==> src/rtl/meduram_pkg.sv <==
// Shared definitions for the meduram read client: FSM states, rdcollision bit
// positions and the saturating counter increment.
package meduram_pkg;

    typedef enum logic [2:0] {
        StIdle,
        StIssue,
        StWait,
        StBackoff,
        StResp
    } rd_state_t;

    localparam int unsigned RDCOLL_WR = 0;
    localparam int unsigned RDCOLL_RD = 1;

    // Increment a counter of the given width, sticking at all-ones.
    function automatic logic [31:0] sat_inc(input logic [31:0] val, input int unsigned width);
        logic [31:0] max_val;
        max_val = (width >= 32) ? 32'hFFFF_FFFF : ((32'd1 << width) - 32'd1);
        return (val >= max_val) ? val : val + 32'd1;
    endfunction

endpackage

==> src/rtl/meduram_lat_timer.sv <==
// Loadable down-counter; done is high in the last cycle of a loaded interval,
// so an interval of N cycles is obtained by loading N.
module meduram_lat_timer #(
    parameter int unsigned WIDTH = 3
) (
    input  logic             clk,
    input  logic             rst,
    input  logic             load,
    input  logic [WIDTH-1:0] load_val,
    output logic             done
);

    logic [WIDTH-1:0] cnt;

    always_ff @(posedge clk or posedge rst) begin
        if (rst) begin
            cnt <= '0;
        end else if (load) begin
            cnt <= load_val;
        end else if (cnt != '0) begin
            cnt <= cnt - 1'b1;
        end
    end

    assign done = (cnt == WIDTH'(1));

endmodule

==> src/rtl/meduram_read_client.sv <==
// Read-port front end for one meduram agent: issues single-word reads, retries
// on read collisions with an agent-specific backoff, and returns data plus status.
module meduram_read_client
    import meduram_pkg::*;
#(
    parameter int unsigned ADDR_WIDTH = 3,
    parameter int unsigned DATA_WIDTH = 8,
    parameter int unsigned RD_LATENCY = 1,
    parameter int unsigned AGENT_ID   = 0,
    parameter int unsigned MAX_RETRY  = 3,
    parameter int unsigned CNT_WIDTH  = 16
) (
    input  logic                  aclk,
    input  logic                  areset,
    input  logic                  req_valid,
    output logic                  req_ready,
    input  logic [ADDR_WIDTH-1:0] req_addr,
    output logic                  rden,
    output logic [ADDR_WIDTH-1:0] rdaddr,
    input  logic [DATA_WIDTH-1:0] rddata,
    input  logic [1:0]            rdcollision,
    output logic                  resp_valid,
    input  logic                  resp_ready,
    output logic [DATA_WIDTH-1:0] resp_data,
    output logic                  resp_wrcoll,
    output logic                  resp_err,
    output logic [CNT_WIDTH-1:0]  coll_count
);

    localparam int unsigned RW = $clog2(MAX_RETRY + 2);
    localparam int unsigned TW = 3;
    localparam logic [TW-1:0] LAT_LOAD     = TW'(RD_LATENCY);
    localparam logic [TW-1:0] BACKOFF_LOAD = TW'(AGENT_ID + 1);

    rd_state_t     state;
    logic [RW-1:0] retry;
    logic          tmr_load;
    logic [TW-1:0] tmr_val;
    logic          tmr_done;
    logic          coll_rd;
    logic          can_retry;

    assign coll_rd   = rdcollision[RDCOLL_RD];
    assign can_retry = (retry < RW'(MAX_RETRY));

    // WAIT interval is loaded during ISSUE; backoff is loaded on a retryable sample.
    always_comb begin
        tmr_load = 1'b0;
        tmr_val  = LAT_LOAD;
        if (state == StIssue) begin
            tmr_load = 1'b1;
        end else if (state == StWait && tmr_done && coll_rd && can_retry) begin
            tmr_load = 1'b1;
            tmr_val  = BACKOFF_LOAD;
        end
    end

    meduram_lat_timer #(
        .WIDTH(TW)
    ) u_timer (
        .clk     (aclk),
        .rst     (areset),
        .load    (tmr_load),
        .load_val(tmr_val),
        .done    (tmr_done)
    );

    always_ff @(posedge aclk or posedge areset) begin
        if (areset) begin
            state       <= StIdle;
            retry       <= '0;
            req_ready   <= 1'b0;
            rden        <= 1'b0;
            rdaddr      <= '0;
            resp_valid  <= 1'b0;
            resp_data   <= '0;
            resp_wrcoll <= 1'b0;
            resp_err    <= 1'b0;
            coll_count  <= '0;
        end else begin
            unique case (state)
                StIdle: begin
                    if (req_valid && req_ready) begin
                        req_ready <= 1'b0;
                        rdaddr    <= req_addr;
                        rden      <= 1'b1;
                        retry     <= '0;
                        state     <= StIssue;
                    end else begin
                        req_ready <= 1'b1;
                    end
                end
                StIssue: begin
                    rden  <= 1'b0;
                    state <= StWait;
                end
                StWait: begin
                    if (tmr_done) begin
                        if (coll_rd) begin
                            coll_count <= CNT_WIDTH'(sat_inc(32'(coll_count), CNT_WIDTH));
                        end
                        if (coll_rd && can_retry) begin
                            retry <= retry + 1'b1;
                            state <= StBackoff;
                        end else begin
                            resp_valid  <= 1'b1;
                            resp_data   <= rddata;
                            resp_wrcoll <= rdcollision[RDCOLL_WR];
                            resp_err    <= coll_rd;
                            state       <= StResp;
                        end
                    end
                end
                StBackoff: begin
                    if (tmr_done) begin
                        rden  <= 1'b1;
                        state <= StIssue;
                    end
                end
                StResp: begin
                    if (resp_ready) begin
                        resp_valid <= 1'b0;
                        req_ready  <= 1'b1;
                        state      <= StIdle;
                    end
                end
                default: state <= StIdle;
            endcase
        end
    end

endmodule

==> config.mk <==
export PLATFORM = sky130hd
export DESIGN_NAME = meduram_read_client
export DESIGN_NICKNAME = d
export VERILOG_FILES = /design/src/rtl/meduram_pkg.sv /design/src/rtl/meduram_lat_timer.sv /design/src/rtl/meduram_read_client.sv
export SDC_FILE = /design/constraint.sdc
export NUM_CORES = 1
export LEC_CHECK = 0
export CAP_MARGIN = 20
export CORE_ASPECT_RATIO = 0.75
export CORE_MARGIN = 1
export CORE_UTILIZATION = 40
export CTS_CLUSTER_SIZE = 20
export DETAILED_ROUTE_END_ITERATION = 10
export PLACE_DENSITY = 0.71
export RECOVER_POWER = 50
export SYNTH_ARGS = -nofsm -noshare
export SYNTH_HDL_FRONTEND = slang
export SYNTH_SLANG_ARGS = --single-unit
==> constraint.sdc <==
create_clock -name aclk -period 1.9 [get_ports aclk]
set_input_delay 0.19 -clock aclk [delete_from_list [all_inputs] [get_ports aclk]]
set_output_delay 0.19 -clock aclk [all_outputs]
set_load 0.005 [all_outputs]
==> results.json, run 1 <==
{
  "worst-r2r-setup-slack_ns": 0.16,
  "remaining_drc_errors": 0,
  "launching_element_type_of_the_critical_path": "register",
  "crit_path_required_time_ns": 2.08,
  "ys_seq_elements": 41,
  "post_synthesis_net_count": 188,
  "finalSetupViolCount": 0,
  "layout-drive-gt1-share_pct": 16.0,
  "dpl.hpwl_um": 2740,
  "wl_per_cell_um": 13.6,
  "total_leakage_power_nw": 1.12,
  "tritoncts.num_buffers": 5,
  "pin_count_of_the_biggest_net_entering_global_routing": 42,
  "fin_crit_ns": 1.74,
  "post_synth_instance_area_mm2": 0.00196,
  "seq_area_frac_synth_pct": 52.3,
  "ir_worst_vdd_mv": 0.700,
  "clock_sink_total": 41,
  "rr_endpoint": "coll_count[13]",
  "gp_congestion": 0.776,
  "initial_antenna_violation_count": 0,
  "worstSetupPathType": "register to register",
  "crit-reg2reg-launch": "u_timer.cnt[1]",
  "boundaryPins": 49,
  "drt_iter0_markers": 70,
  "die-height_um": 62.7,
  "post_synthesis_compound_gate_area_fraction_pct": 5.29,
  "syn_area_per_cell_um2": 11.8,
  "register_area_mm2": 0.00103,
  "clock_tree.root_cell": "sky130_fd_sc_hd__clkbuf_8",
  "clock_insertion_delay_worst_skew_ns": 0.29,
  "holdCritPathClass": "register to register",
  "synthArstFlopShare_pct": 100,
  "finalHoldViolCount": 0,
  "via_per_inst": 5.23,
  "area_used_by_multi_input_combinational_logic_um2": 916,
  "synthesis.yosys.warnings": 0,
  "post_synth_edffs": 0,
  "post-route-period-util_pct": 91.8,
  "finish.net_count": 247,
  "grt_setup_unrepaired": "false",
  "routed_wirelength_um": 3830,
  "post_synth_fa_ha_maj_area_fraction_pct": 3.19,
  "synth-xor-area-share_pct": 7.14,
  "min_path_cells": 1,
  "holdCritStartpoint": "coll_count[15]",
  "design.die.area_mm2": 0.00519,
  "worst_r2r_path_depth": 6,
  "antenna_cells_inserted": 0,
  "yosys_most_used_dff": "sky130_fd_sc_hd__dfrtp_1",
  "muxShareOfSynthArea_pct": 8.61,
  "maximum_fanout_encountered_on_the_critical_timing_path": 5,
  "floorplan.die.width_um": 82.9,
  "numPortBuffers": 48,
  "grt_pass1_wl_um": 6640,
  "gr-total-overflow": 0,
  "slew-limit-headroom_pct": 34.0,
  "maxSlewViolCount": 0,
  "fill_cells": 408,
  "coreArea_mm2": 0.00457,
  "worstPathArrival_ns": 1.93,
  "first_global_vias": 1413,
  "groute.usage.overall_pct": 16.1,
  "max_slew.worst_pin.slew_ns": 0.990,
  "outcome": "finished, final reports clean",
  "largest_family_of_logic_cells_by_synthesized_area": "simple AND/OR/NAND/NOR gates",
  "setup-tns-final_ns": 0,
  "timing.hold.worst_endpoint": "coll_count[15]",
  "timing.hold.ws_ns": 0.498,
  "synthToLayoutAreaGrowth_pct": 34.8,
  "drv.max_cap_violation_count": 0,
  "vias": 1475,
  "synth.lib_cells_used.distinct": 38,
  "cts_tree": "done",
  "netlist_instances": 166,
  "clkSlewWorstSetupHoldPaths_ns": 0.08,
  "post_route_clock_skew_ns": 0.00555,
  "powerDensity_mw_per_mm2": 1200,
  "final_antenna_net_count": 0,
  "synth-simple-area-share_pct": 21.8,
  "initial_core_util_pct": 42.9,
  "cts.path.max_buffers": 2,
  "h-tree-depth": 2,
  "achievable-frequency_ghz": 0.573,
  "drtPass1Iterations": 4,
  "floorplan.rows": 21,
  "timing.critical_path.to_type": "register"
}
worst max-delay path by stage:
| stage | from | to |
|---|---|---|
| after CTS | u_timer.cnt[1] | u_timer.cnt[0] |
| after global routing | u_timer.cnt[1] | coll_count[15] |
| after global placement | rdcollision[1] | coll_count[11] |
| final | u_timer.cnt[1] | coll_count[13] |
| after floorplan | u_timer.cnt[1] | coll_count[1] |
| after detailed placement | rdcollision[1] | coll_count[13] |
metrics by stage:
stage,setup slack (ns),std cells,utilization (%),cell area [µm²],total power [mW]
global placement,0.0998,274,55.6,2540,2.63
finish,0.155,282,57.9,2650,3.17
floorplan,0.163,166,-,1960,2.03
global route,0.0163,282,57.9,2650,3.42
CTS,0.123,281,57.5,2630,3.25
detailed placement,0.0674,274,55.6,2540,2.66
worst max-delay path, stage by stage (launching register included):
cell                       delay [ns]
sky130_fd_sc_hd__dfrtp_1         0.40
sky130_fd_sc_hd__inv_2           0.09
sky130_fd_sc_hd__ha_4            0.13
sky130_fd_sc_hd__nand4b_1        0.22
sky130_fd_sc_hd__nor4_4          0.46
sky130_fd_sc_hd__nand4_1         0.17
sky130_fd_sc_hd__xnor2_1         0.15
area by class of cell:
| class | count | area share [%] |
|---|---|---|
| sequential | 41 | 38.8 |
| multi-input combinational | 118 | 34.6 |
| timing repair buffer | 55 | 20.1 |
| clock buffer | 7 | 3.26 |
| tap | 57 | 2.70 |
| inverter | 4 | 0.568 |
cell usage after synthesis (3+ instances only):
cell type	count	area [µm²]
sky130_fd_sc_hd__nand2b_1	5	31.3
sky130_fd_sc_hd__nand2_1	6	22.5
sky130_fd_sc_hd__a21oi_1	5	25.0
sky130_fd_sc_hd__and2_1	3	18.8
sky130_fd_sc_hd__dfrtp_1	41	1030
sky130_fd_sc_hd__nand4_1	10	62.6
sky130_fd_sc_hd__mux2_2	15	169
sky130_fd_sc_hd__and3_1	5	31.3
sky130_fd_sc_hd__nand3_1	9	45.0
sky130_fd_sc_hd__nor2_1	8	30.0
sky130_fd_sc_hd__and4_1	5	43.8
sky130_fd_sc_hd__xnor2_1	15	131
sky130_fd_sc_hd__ha_1	5	62.6
sky130_fd_sc_hd__o21ai_0	3	15.0
sky130_fd_sc_hd__inv_1	4	15.0
state kept, by name (all words and copies together), names as in the netlist:
register     cells
resp_data        8
u_timer.cnt      3
resp_err         1
resp_valid       1
coll_count      16
rdaddr           3
state            3
req_ready        1
retry            3
rden             1
resp_wrcoll      1
layer usage:
metal / share of wire [%] / GRT usage, % / vias to the layer above
met3: 7.5 / 5.42 / 7
li1: - / - / 718
met1: 51 / 23.4 / 701
met2: 40 / 21.8 / 49
met5: 0 / 0 / -
met4: 1.7 / 6.68 / 0
cell usage in the layout, fill, tap and decap left out, drive strengths merged, types with 2 or more instances in the layout:
| master | netlist | layout |
|---|---|---|
| and2 | 3 | 3 |
| nor3 | 2 | 2 |
| or2 | 2 | 2 |
| nand3 | 9 | 9 |
| buf | 3 | 6 |
| dlygate4sd3 | 0 | 15 |
| clkdlybuf4s50 | 0 | 33 |
| nor2b | 2 | 2 |
| a211oi | 2 | 2 |
| and3 | 5 | 5 |
| ha | 5 | 5 |
| nand2b | 5 | 5 |
| and4 | 5 | 5 |
| dfrtp | 41 | 41 |
| nor2 | 9 | 9 |
| nand2 | 6 | 6 |
| inv | 4 | 4 |
| clkbuf | 0 | 8 |
| xnor2 | 15 | 15 |
| nand4 | 10 | 10 |
| mux2 | 15 | 15 |
| o21ai | 4 | 4 |
| a21oi | 5 | 5 |
| nor3b | 2 | 2 |
timing repair:
action	CTS	global route
hold buffers	0	0
setup endpoints to repair	0	8
resized for setup	0	3
setup buffers	0	1
kinds of logic (layout without fill, tap and decap cells):
logic type	Yosys count	count (layout)
buffers and inverters	7	66
and+or+nand+nor	66	66
xor gates and xnor gates	16	16
AOI/OAI and AO/OA	16	16
muxes	15	15
DFF	41	41
adders and majority gates	5	5
report_power, final:
part	leakage, nW	internal [mW]	switching (mW)
Clock	0.0443	0.288	0.282
Sequential	0.519	1.16	0.239
Combinational	0.558	0.731	0.472
Note: power is estimated with default switching activity, not from simulation.
==> run 2: changes to the inputs <==
--- a/config.mk
+++ b/config.mk
@@ -11,6 +11,7 @@
 export CORE_UTILIZATION = 40
 export CTS_CLUSTER_SIZE = 20
 export DETAILED_ROUTE_END_ITERATION = 10
+export HOLD_SLACK_MARGIN = 0.12
 export PLACE_DENSITY = 0.71
 export RECOVER_POWER = 50
 export SYNTH_ARGS = -nofsm -noshare
==> results of run 2 <==
The final DEF is identical to that of run 1; final timing and power are the same.
==> run 3: changes to the inputs <==
--- a/config.mk
+++ b/config.mk
@@ -5,6 +5,7 @@
 export SDC_FILE = /design/constraint.sdc
 export NUM_CORES = 1
 export LEC_CHECK = 0
+export ABC_AREA = 1
 export CAP_MARGIN = 20
 export CORE_ASPECT_RATIO = 0.75
 export CORE_MARGIN = 1
@@ -12,7 +13,7 @@
 export CTS_CLUSTER_SIZE = 20
 export DETAILED_ROUTE_END_ITERATION = 10
 export HOLD_SLACK_MARGIN = 0.12
-export PLACE_DENSITY = 0.71
+export PLACE_DENSITY = 0.69
 export RECOVER_POWER = 50
 export SYNTH_ARGS = -nofsm -noshare
 export SYNTH_HDL_FRONTEND = slang
==> run 3 against run 2 <==
  * Non-clock buffer count down 3
  * Wire length up 27%
  * Fmax is 9.3% higher
  * Critical path type unchanged
  * Critical endpoint is now coll_count[12]
  * Largest power group is now combinational logic
  * Highest routed layer unchanged
==> results.json, run 3 <==
{
  "outcome": "finished, final reports clean",
  "cts_repair_resize_count": 0,
  "gp_congestion": 0.840,
  "ys_top_cells_by_area": "sky130_fd_sc_hd__dfrtp_1 46%, sky130_fd_sc_hd__nand2_1 21%, sky130_fd_sc_hd__nand3_1 4.9%",
  "clock_sink_total": 41,
  "layout-drive-gt1-share_pct": 5.75,
  "post_synth_instance_area_mm2": 0.00223,
  "routed-wl-met2_um": 2110,
  "worstSetupPathType": "register to register",
  "initial_core_util_pct": 41.6,
  "tritoncts.num_buffers": 5,
  "achievable-frequency_ghz": 0.627,
  "cpMaxStageDelayCell": "sky130_fd_sc_hd__dfrtp_1",
  "post_synthesis_net_count": 314,
  "launching_element_type_of_the_critical_path": "register",
  "finalHoldViolCount": 0,
  "timing.critical_path.to_type": "register",
  "boundaryPins": 49,
  "synthesis.yosys.warnings": 0,
  "synthArstFlopShare_pct": 100,
  "max_slew.worst_pin.slew_ns": 1.04,
  "h-tree-depth": 2,
  "maxSlewViolCount": 0,
  "die-height_um": 66.6,
  "antenna_cells_inserted": 0,
  "groute.usage.overall_pct": 18.5,
  "total_leakage_power_nw": 1.49,
  "netlist_instances": 292,
  "routedLengthMet1_um": 2530,
  "post_synth_most_frequent_cells": "124 x sky130_fd_sc_hd__nand2_1, 41 x sky130_fd_sc_hd__dfrtp_1, 27 x sky130_fd_sc_hd__inv_1",
  "yosys.area.top_type_share_pct": 46.1,
  "largest_registers": "coll_count (16), resp_data (8)",
  "design.die.area_mm2": 0.00587,
  "largest_area_contributor_in_the_synthesized_netlist": "sky130_fd_sc_hd__dfrtp_1",
  "synth.lib_cells_used.distinct": 26,
  "worstPathArrival_ns": 1.76,
  "first_global_vias": 1783,
  "cts_tree": "done",
  "dpl.hpwl_um": 3550,
  "cpMostUsedCell": "sky130_fd_sc_hd__inv_1",
  "crit_path_required_time_ns": 2.06,
  "synthToLayoutAreaGrowth_pct": 31.3,
  "initial_antenna_violation_count": 0,
  "post_route_clock_skew_ns": 0.00893,
  "pin_count_of_the_biggest_net_entering_global_routing": 42,
  "post-route-period-util_pct": 84.0,
  "floorplan.rows": 23,
  "maximum_fanout_encountered_on_the_critical_timing_path": 15,
  "post-place-cells": 415,
  "numPortBuffers": 48,
  "worst_r2r_path_depth": 7,
  "critical_path_buf_inv_count": 2,
  "finish.net_count": 369,
  "final_antenna_net_count": 0,
  "ir_worst_vdd_mv": 0.525,
  "via_per_inst": 4.63,
  "area_used_by_multi_input_combinational_logic_mm2": 0.00106,
  "slowest_delay_ns": 0.37,
  "post_synth_edffs": 0,
  "vias": 1960,
  "finish.cell_count_without_fillers": 423,
  "path_cells": "inv_1 > ha_1 > nand2_1 > inv_1 > nand3_1 > nor2_4 > o21ai_0",
  "synth_most_common_cell": "sky130_fd_sc_hd__nand2_1",
  "clock_tree.root_cell": "sky130_fd_sc_hd__clkbuf_8",
  "remaining_drc_errors": 0,
  "final_cell_mix": "124 x sky130_fd_sc_hd__nand2_1, 41 x sky130_fd_sc_hd__dfrtp_1, 32 x sky130_fd_sc_hd__clkdlybuf4s50_1",
  "cpLargestDelayFamily": "simple AND/OR/NAND/NOR gates",
  "routed_wirelength_um": 4870,
  "holdCritPathClass": "input pin to register",
  "timing.critical_path.depth": 7,
  "routed.top_layer": "met4",
  "powerDensity_mw_per_mm2": 1180,
  "cts.path.max_buffers": 2,
  "coreArea_mm2": 0.00535,
  "floorplan.die.width_um": 88.2,
  "finalSetupViolCount": 0,
  "fill_cells": 550,
  "clock_insertion_delay_worst_skew_ns": 0.30,
  "syn_area_per_cell_um2": 7.63,
  "setup-tns-final_ns": 0,
  "min_path_cells": 3,
  "largest_register_ffs": 16,
  "ys_seq_elements": 41,
  "clkSlewWorstSetupHoldPaths_ns": 0.08,
  "drt_iter0_markers": 136,
  "drv.max_cap_violation_count": 0,
  "top_register": "coll_count",
  "yosys_most_used_dff": "sky130_fd_sc_hd__dfrtp_1",
  "gr-total-overflow": 0,
  "cts_setup_buffers": 0,
  "grt_pass1_wl_um": 8300,
  "register_area_mm2": 0.00103,
  "cts-hold-fix-buffers": 0,
  "grt_setup_unrepaired": "false",
  "most_frequent_standard_cell_in_the_layout_excluding_fill_and_tap_cells": "sky130_fd_sc_hd__nand2_1",
  "wl_per_cell_um": 11.5,
  "drtPass1Iterations": 5,
  "routed-wl-met3_um": 183,
  "seq_area_frac_synth_pct": 46.1,
  "fin_crit_ns": 1.60,
  "slew-limit-headroom_pct": 30.8
}
-- run 3: cell types whose count changed after synthesis, moves of 8 or more --
cell	delta
sky130_fd_sc_hd__nand2_1	+118
sky130_fd_sc_hd__inv_1	+23
sky130_fd_sc_hd__nor2_1	+18
sky130_fd_sc_hd__mux2_2	-15
sky130_fd_sc_hd__nand3_1	+13
sky130_fd_sc_hd__xnor2_1	-8
-- run 3: layer usage --
layer  global-route usage (%)  up-vias
li1                         -     1019
met1                     27.7      906
met2                     26.3       30
met3                     4.83        5
met4                     4.23        0
met5                        0        -
-- run 3: area by class of cell --
class | count | share of cell area [%]
Multi-Input combinational cell | 219 | 36.4
Sequential cell | 41 | 35.1
Timing Repair Buffer | 52 | 17.8
Inverter | 28 | 3.59
Tap cell | 75 | 3.21
Clock buffer | 7 | 2.95
Clock inverter | 1 | 1.03
-- run 3: worst paths after layout --
kind	slack, ns	start	end
min in group asynchronous	0.66	areset	resp_wrcoll
max in group asynchronous	0.60	areset	coll_count[0]
setup / recovery	0.30	u_timer.cnt[1]	coll_count[12]
hold reg to reg	0.47	rdaddr[0]	rdaddr[0]
setup reg to reg	0.30	u_timer.cnt[1]	coll_count[12]
hold / removal	0.45	rdcollision[0]	resp_wrcoll
-- run 3: metrics by stage --
| stage | power, mW | setup slack (ns) | instance area [µm²] | hold WS (ns) | utilization [%] |
|---|---|---|---|---|---|
| after floorplan | 2.16 | 0.430 | 2230 | 0.335 | - |
| after global routing | 3.75 | 0.147 | 2930 | 0.462 | 54.7 |
| after detailed placement | 2.81 | 0.0711 | 2810 | 0.458 | 52.5 |
| after global placement | 2.77 | 0.0983 | 2810 | 0.454 | 52.5 |
| final | 3.46 | 0.304 | 2930 | 0.448 | 54.7 |
| after CTS | 3.56 | 0.0949 | 2930 | 0.338 | 54.7 |
-- run 3: power by group --
part           internal (mW)  switching (mW)
clock                  0.429           0.304
combinational          0.635           0.757
sequential              1.14           0.194
total                   2.20            1.25
-- run 3: kinds of logic after synthesis --
| logic type | synth area share [%] |
|---|---|
| AO/OA/AOI/OAI | 3.65 |
| XOR/XNOR | 3.54 |
| adder cells (fa/ha/maj) | 2.81 |
| buffers and inverters | 6.29 |
| flip-flops | 46.1 |
| multiplexers | 0.449 |
| AND/OR/NAND/NOR | 37.2 |
-- run 3: worst reg2reg max path: stages (launching register included) --
cell and delay [ns]:
sky130_fd_sc_hd__dfrtp_1 0.37, sky130_fd_sc_hd__inv_1 0.11, sky130_fd_sc_hd__ha_1 0.16, sky130_fd_sc_hd__nand2_1 0.13
sky130_fd_sc_hd__inv_1 0.11, sky130_fd_sc_hd__nand3_1 0.12, sky130_fd_sc_hd__nor2_4 0.34, sky130_fd_sc_hd__o21ai_0 0.13
==> RTL change, RTL diff (config.mk and constraints of run 1) <==
Change the parameter `MAX_RETRY` from 3 to 6.
--- a/src/rtl/meduram_read_client.sv
+++ b/src/rtl/meduram_read_client.sv
@@ -7,7 +7,7 @@
     parameter int unsigned DATA_WIDTH = 8,
     parameter int unsigned RD_LATENCY = 1,
     parameter int unsigned AGENT_ID   = 0,
-    parameter int unsigned MAX_RETRY  = 3,
+    parameter int unsigned MAX_RETRY  = 6,
     parameter int unsigned CNT_WIDTH  = 16
 ) (
     input  logic                  aclk,
Function: no difference found for any inputs over 10 cycles, from zero or initial values and one cycle with areset high; that may be too few to reach the edited logic, so the function may still have changed.
==> RTL change against run 1 <==
- power rose by 6.0%
- maximum frequency fell by 5.3%
- worst setup slack got worse by 0.097 ns
- final area rose by 6.5%
- sequential cell count did not move
- global-route usage rose by 1.2 points
- routed wire length rose by 14%
- clock skew rose by 0.0099 ns
- critical path depth did not move
- first-iteration DRC count rose by 53%
- area after synthesis barely moved
- critical path type unchanged
- largest power group unchanged
- highest routed layer unchanged
==> RTL change: results <==
{
  "dpl_worst_slack_ns": -0.05878,
  "whs_path_depth": 2,
  "cts_root_buf": "clkbuf_8",
  "cp_max_fo": 4,
  "wl_met3_microns": 306,
  "outcome": "finished, final reports clean",
  "num-nets-final": 266,
  "hold_class": "primary input to flop",
  "layout-drive-gt1-share_pct": 22.04,
  "holdPathEnd": "rdaddr[2]",
  "syn_inst": 174,
  "path_clk_slew_ns": 0.09,
  "vias": 1555,
  "power.leakage_nw": 1.233,
  "critPathArrivalTime_ns": 2.03,
  "wl_met2_microns": 1839,
  "routed_wl_microns": 4356,
  "placed_cells": 294,
  "grt_pass1_vias": 1490,
  "relSlewSlack_pct": 31.96,
  "use_met1_pct": 24.66,
  "hpwl_microns": 2993,
  "synth_commonest_cells": "dfrtp_1, mux2_2, nand2_1, nor2_1",
  "drtIter0Drc": 107,
  "critPathMaxStageDelay_ns": 0.39,
  "numPortBuffers": 48,
  "hp-start": "req_addr[2]",
  "fin_worst_skew_ns": 0.01550,
  "synthTopCellsByArea": "dfrtp_1, mux2_2, xor2_1",
  "ys_seq_area_share_pct": 52.33,
  "drt-met1-wl_microns": 2174,
  "dpl_cell_area_sq_um": 2653,
  "slowest_stage": "dfrtp_1",
  "worst_slack_ns": 0.05832,
  "vdd_drop_max_mv": 0.7394,
  "synth_fp_nets": 196,
  "grt_pass1_wl_microns": 7086,
  "track_usage_pct": 17.30,
  "regToRegEndpoint": "coll_count[10]",
  "place.gp.congestion": 0.8126,
  "postCtsSetupBuffers": 0,
  "gr-usage-met3_pct": 7.794,
  "fin_cells": 302,
  "use_met2_pct": 23.98
}
==> RTL change: cell count changes after synthesis, sizes merged, moves of 4 or more <==
cell	change
and4	-4
nor3	+5
o21ai	+4
nand2	+5
xor2	+7
and3	-5
xnor2	-12
nor4	+4
==> RTL change: report_power, final <==
group	total [mW]	switching [mW]	internal, mW	leakage, nW
Sequential	1.36	0.205	1.15	0.518
Clock	0.704	0.310	0.394	0.0554
Combinational	1.30	0.540	0.756	0.660
==> RTL change: per-stage QoR <==
stage,hold slack [ns],utilization [%]
after floorplan,0.2973,-
after global placement,0.4862,58.02
after detailed placement,0.4931,58.02
after CTS,0.3294,60.45
after global routing,0.4799,61.63
final,0.4931,61.63
==> RTL change: critical path: cells and delay by family, from the launching register on <==
family / cells / cell delay [ns]
fa+ha+maj: 1 / 0.15
buf+inv: 1 / 0.07
flops: 1 / 0.39
mux: 1 / 0.37
simple gates: 3 / 0.75
==> RTL change: worst max-delay path by stage <==
| stage | start | end |
|---|---|---|
| final | u_timer.cnt[1] | coll_count[10] |
| after global routing | u_timer.cnt[1] | coll_count[10] |
| after CTS | u_timer.cnt[1] | coll_count[13] |
| after detailed placement | rdcollision[1] | coll_count[13] |
| after global placement | rdcollision[1] | coll_count[15] |
| after floorplan | u_timer.cnt[1] | coll_count[10] |
==> RTL change: kinds of logic after synthesis <==
logic type | synth area share, %
simple gates | 19.27
flops | 52.33
compound gates | 8.105
mux | 10.27
xor+xnor | 4.914
buf+inv | 1.914
fa+ha+maj | 3.191
==> RTL change: final cells by class <==
type | instances | area, sq um
clock buffer | 6 | 72.57
multi-input combinational | 123 | 957.2
sequential | 41 | 1026
tap | 57 | 71.32
fill | 414 | 1754
clock inverter | 2 | 38.79
timing repair buffer | 67 | 629.4
inverter | 6 | 22.52
